## src/rtl/edge_detector.sv

```systemverilog
// Per-bit rising/falling/any-edge detector with saturating bit-0 event counters.
// Optional EDGE_SYNC_EN adds a 2-flop input synchronizer ahead of detection.
module edge_detector #(
   parameter int unsigned      WIDTH = 1,
   parameter int unsigned      CNT_W = 8,
   parameter logic [WIDTH-1:0] RST_Q = '0
) (
   input  logic             clk,
   input  logic             rst_n,
   input  logic [WIDTH-1:0] din,
   output logic [WIDTH-1:0] outp,
   output logic [WIDTH-1:0] outn,
   output logic [WIDTH-1:0] outb,
   output logic [WIDTH-1:0] q,
   output logic [CNT_W-1:0] rise_cnt,
   output logic [CNT_W-1:0] fall_cnt,
   input  logic             cnt_clr
);

   localparam logic [CNT_W-1:0] CNT_MAX = '1;

   logic [WIDTH-1:0] d;

`ifdef EDGE_SYNC_EN
   logic [WIDTH-1:0] sync_ff1;
   logic [WIDTH-1:0] sync_ff2;

   // Synchronizer resets to RST_Q so no spurious edge appears after reset release.
   always_ff @(posedge clk or negedge rst_n) begin
      if (!rst_n) begin
         sync_ff1 <= RST_Q;
         sync_ff2 <= RST_Q;
      end else begin
         sync_ff1 <= din;
         sync_ff2 <= sync_ff1;
      end
   end

   assign d = sync_ff2;
`else
   assign d = din;
`endif

   // NOTE: non-blocking assignments in clocked blocks so every flop samples pre-edge values.
   always_ff @(posedge clk or negedge rst_n) begin
      if (!rst_n) begin
         q <= RST_Q;
      end else begin
         q <= d;
      end
   end

   assign outp = d & ~q;
   assign outn = ~d & q;
   assign outb = d ^ q;

   // Clear wins over increment; each counter sticks at all-ones instead of wrapping.
   always_ff @(posedge clk or negedge rst_n) begin
      if (!rst_n) begin
         rise_cnt <= '0;
         fall_cnt <= '0;
      end else if (cnt_clr) begin
         rise_cnt <= '0;
         fall_cnt <= '0;
      end else begin
         if (outp[0] && (rise_cnt != CNT_MAX)) begin
            rise_cnt <= rise_cnt + 1'b1;
         end
         if (outn[0] && (fall_cnt != CNT_MAX)) begin
            fall_cnt <= fall_cnt + 1'b1;
         end
      end
   end

endmodule

```

## config.mk

```make
export PLATFORM = sky130hd
export DESIGN_NAME = edge_detector
export DESIGN_NICKNAME = d
export VERILOG_FILES = /design/src/rtl/edge_detector.sv
export SDC_FILE = /design/constraint.sdc
export NUM_CORES = 1
export LEC_CHECK = 0
export ABC_CLOCK_PERIOD_IN_PS = 1710
export BUFFER_PORTS_ARGS = -buffer_cell sky130_fd_sc_hd__buf_4
export CORE_MARGIN = 1.5
export CORE_UTILIZATION = 51
export CTS_BUF_LIST = sky130_fd_sc_hd__clkbuf_8 sky130_fd_sc_hd__clkbuf_16
export DETAILED_ROUTE_END_ITERATION = 8
export PLACE_DENSITY = 0.77
export SYNTH_ARGS = -nofsm -noshare
export SYNTH_HDL_FRONTEND = slang
export SYNTH_SLANG_ARGS = --single-unit
```

## constraint.sdc

```tcl
create_clock -name clk -period 1.71 [get_ports clk]
set_input_delay 0.171 -clock clk [delete_from_list [all_inputs] [get_ports clk]]
set_output_delay 0.171 -clock clk [all_outputs]
set_load 0.01 [all_outputs]
```

==> run summary <==
The flow ran to the end, and the final reports show no timing, DRC or antenna violations. STA classifies the critical path startpoint as a register. The tightest hold path in the finished design has a slack of 0.0465 ns. Once the floorplan was initialized, standard cells occupied 54.6% of the core. The depth of the CTS H-tree is 1, and the multiplexer share of the synthesized area is 6.10%. The floorplan step defined a core boundary enclosing 1730 um^2. The utilization after layout was 69.3%. The die is 46.0 um wide. Between clock sinks in the finished design, the worst skew comes to 0.00136 ns. The worst register-to-register path has a depth of 4.

The kind of path behind the tightest hold check is input port to register. Setup repair after global routing left no endpoint under its margin. Counting the fill cells in the layout gives 147.

Cell type of the slowest stage on the worst timing path: sky130_fd_sc_hd__dfrtp_1. The clock-pin slew reported for the worst setup and hold paths after clock tree synthesis is 0.07 ns. Wires add up to 1.89 mm.

The number of synthesized register bits was 17; the total count of max-transition violations in the final report was 0. Before CTS, the worst setup slack after placement is 0.172 ns. The all-layer global routing usage is 19.2%, and the worst max-slew margin expressed relative to the limit is 78.9%. No sink is reached through more buffers than the 2 on the longest clock path.

Entering global routing, the biggest net connects 19 pins. In this run the mean area of a mapped cell was 10.4 um^2. Global routing finished with a remaining overflow of 0. The count of yosys warnings during synthesis is 0, and the simple-gate share of the synthesized area is 21.2%.

Cells with a size suffix above 1 make up 27.4% of the layout. The power per cell area was 666 nW/um^2. Commonest non-fill, non-tap cell in the layout: sky130_fd_sc_hd__buf_4. In the post-synthesis netlist, the biggest area contributors are sky130_fd_sc_hd__dfrtp_1 45%, sky130_fd_sc_hd__ha_1 5.3%, sky130_fd_sc_hd__a21oi_1 4.8%.

Adding up every negative setup slack in the final design gives 0 ns. The tools report the distinct cell type count of the synthesized netlist as 29. The number of antenna diodes in the final layout is 0. After Yosys synthesis, XOR and XNOR cells account for 0% of the synthesized area.

The top cell types in the final layout, fill and taps aside, are 23 x sky130_fd_sc_hd__buf_4, 17 x sky130_fd_sc_hd__dfrtp_1, 9 x sky130_fd_sc_hd__a21oi_1, 9 x sky130_fd_sc_hd__nand2_1. At the later pin of the worst-skew pair, clock insertion delay measures 0.25 ns. Buffers added to address setup during post-CTS repair amount to 0. The critical path launch point was rise_cnt[0]. The kind of cell with the highest combined delay along the critical path is flip-flops. The run gives 3 as the clock buffer count from CTS.

Measured along the y axis, the die boundary spans 46.0 um. The synthesized netlist occupies a cell area of 943 um^2. Final critical delay including setup and external delays: 1.57 ns.

The run gives 598 uV as the worst IR drop on VDD. The hold violation total from the final report is 0. First-pass detailed-route iteration total: 4. The detailed router placed 799 vias in this run. The number of maximum-capacitance violations is 0. For the synthesized instance count, the log shows 91. After routing the design area is 1200 um^2. Together, buffers and inverters on the worst path number 0. The sequential standard cell area was 425 um^2. The most critical setup path has its endpoint at rise_cnt[0]. The total of endpoints with negative setup slack in the final report was 0. The adder-cell share of the synthesized area is 5.31%. The endpoint identified for the worst register-to-register timing path is rise_cnt[0].

For this run, the post-layout net count is 126. The synthesized design devotes to its leading area cell type 45.1% of total area. The first global-routing pass estimated 2.97 mm of wire.

The largest total area in the synthesized netlist belongs to sky130_fd_sc_hd__dfrtp_1. The worst path uses 91.6% of the clock period. The worst setup path is of the register to register kind. The signal on the critical path passes through ha_1, and3_1, a21boi_2, mux2_2.

Once layout is complete, the cells apart from fillers number 142. In this run the worst path has a maximum fanout of 6. The number of nets produced by synthesis is 99. TritonCTS built the clock tree.

The run gives 1.35 mm as the placed wire-length estimate. The signed area change from the synthesized netlist to the final layout came out at 26.8%. The placed instances occupy a cell area of 1140 um^2. For the pin with the worst max-slew slack, the measured transition is 0.313 ns. The number of global-route vias before repair is 694, and the area of the die is 2120 um^2.

In this run, placement finished with an instance count of 137. The global placement routability congestion was 0.820. In this run the clock root is driven by a sky130_fd_sc_hd__clkbuf_8.

At the worst endpoint, the required time is 1.84 ns. After detailed routing, the number of remaining DRC violations is 0. Dividing the detail-routed via count by the number of cells gives 5.63. The post-detailed-route wirelength per cell is 13.3 um.

The post-route worst setup slack is 0.144 ns. Pin placement for this block handled 24 I/O pins. Sequential cells were found to cover 45.1% of the synthesized design area. The origin of the critical flop-to-flop path is rise_cnt[0].

The logs give 0.14 ns for the setup slack of the most critical reg-to-reg path and 0 for the number of nets with antenna violations after routing. The number of buffer cells added on primary ports was 23. The critical path crosses 4 cells after its start point.

The run gives 1.70 ns as the data arrival time of the critical path. The worst setup path is captured at a register. The dominant combinational cell family by area after synthesis is simple AND/OR/NAND/NOR gates. The area fraction in compound gates after synthesis is 19.5%, and the number of sinks driven by the clock tree is 17.

The placement row count is 15, and the delay of the slowest cell on the worst path is 0.43 ns. The area of the multi-input gates came out at 492 um^2. The first routing iteration left 6 violations. The run gives 0.638 GHz as the maximum achievable frequency. The initial antenna violation count is 0. The static leakage was 0.578 nW. Overall power consumption after layout is estimated at 797 uW.
cells in the mapped netlist:
cell,count
sky130_fd_sc_hd__dfrtp_1,17
sky130_fd_sc_hd__a21oi_1,9
sky130_fd_sc_hd__nand2_1,9
sky130_fd_sc_hd__and3_1,5
sky130_fd_sc_hd__inv_1,5
sky130_fd_sc_hd__a311oi_1,4
sky130_fd_sc_hd__ha_1,4
sky130_fd_sc_hd__nor2b_1,4
sky130_fd_sc_hd__a211oi_1,3
sky130_fd_sc_hd__and4_1,3
sky130_fd_sc_hd__nand4_1,3
sky130_fd_sc_hd__nor2_1,3
sky130_fd_sc_hd__a31oi_1,2
sky130_fd_sc_hd__and4b_1,2
sky130_fd_sc_hd__clkbuf_1,2
sky130_fd_sc_hd__mux2i_1,2
sky130_fd_sc_hd__nor3_1,2
sky130_fd_sc_hd__a21boi_0,1
sky130_fd_sc_hd__a21boi_2,1
sky130_fd_sc_hd__a41oi_4,1
sky130_fd_sc_hd__and2_1,1
sky130_fd_sc_hd__and4_4,1
sky130_fd_sc_hd__mux2_1,1
sky130_fd_sc_hd__mux2_2,1
sky130_fd_sc_hd__mux2_4,1
sky130_fd_sc_hd__o21ai_0,1
sky130_fd_sc_hd__o311ai_0,1
sky130_fd_sc_hd__o41ai_1,1
sky130_fd_sc_hd__or3_1,1
layout make-up:
cell class | count | share of cell area, %
clock inverter | 1 | 0.418
sequential | 17 | 35.6
multi-input combinational | 67 | 41.1
tap | 25 | 2.62
inverter | 5 | 1.57
timing repair buffer | 24 | 15.3
clock buffer | 3 | 3.45
kinds of logic (layout without fill, tap and decap cells):
family,Yosys count,count (layout)
AND/OR/NAND/NOR,34,34
buffers and inverters,7,33
adder cells (fa/ha/maj),4,4
flip-flops,17,17
AO/OA/AOI/OAI,24,24
multiplexers,5,5
registers in the layout (all words and copies together), names as in the netlist:
register	cells
fall_cnt	8
q	1
rise_cnt	8
worst min-delay path by stage:
stage	start	to	slack (ns)	cells after the start
finish	din	q	0.05	1
global route	din	q	0.05	1
CTS	din	q	0.05	1
detailed placement	rst_n	fall_cnt[4]	0.05	1
global placement	rst_n	fall_cnt[4]	0.05	1
floorplan	rst_n	fall_cnt[0]	-0.12	0
where the power goes:
group / switching (mW) / leakage [nW] / internal [mW]
Clock: 0.139 / 0.0255 / 0.161
Sequential: 0.00907 / 0.234 / 0.409
Combinational: 0.0414 / 0.319 / 0.0371
Total: 0.190 / 0.578 / 0.607
routing by layer:
| layer | up-vias | global-route usage [%] | wire [um] |
|---|---|---|---|
| met5 | - | 0 | 0 |
| met2 | 14 | 29.2 | 880 |
| met4 | 0 | 5.14 | 11 |
| li1 | 402 | - | - |
| met3 | 2 | 3.57 | 60 |
| met1 | 381 | 27.9 | 938 |
timing repair:
action / CTS / global route
hold buffers: 1 / 0
hold endpoints to repair: 17 / 0
resized for setup: 0 / 0
endpoints found under the setup margin: 0 / 0
No activity file was read; power rests on OpenSTA's default activity.
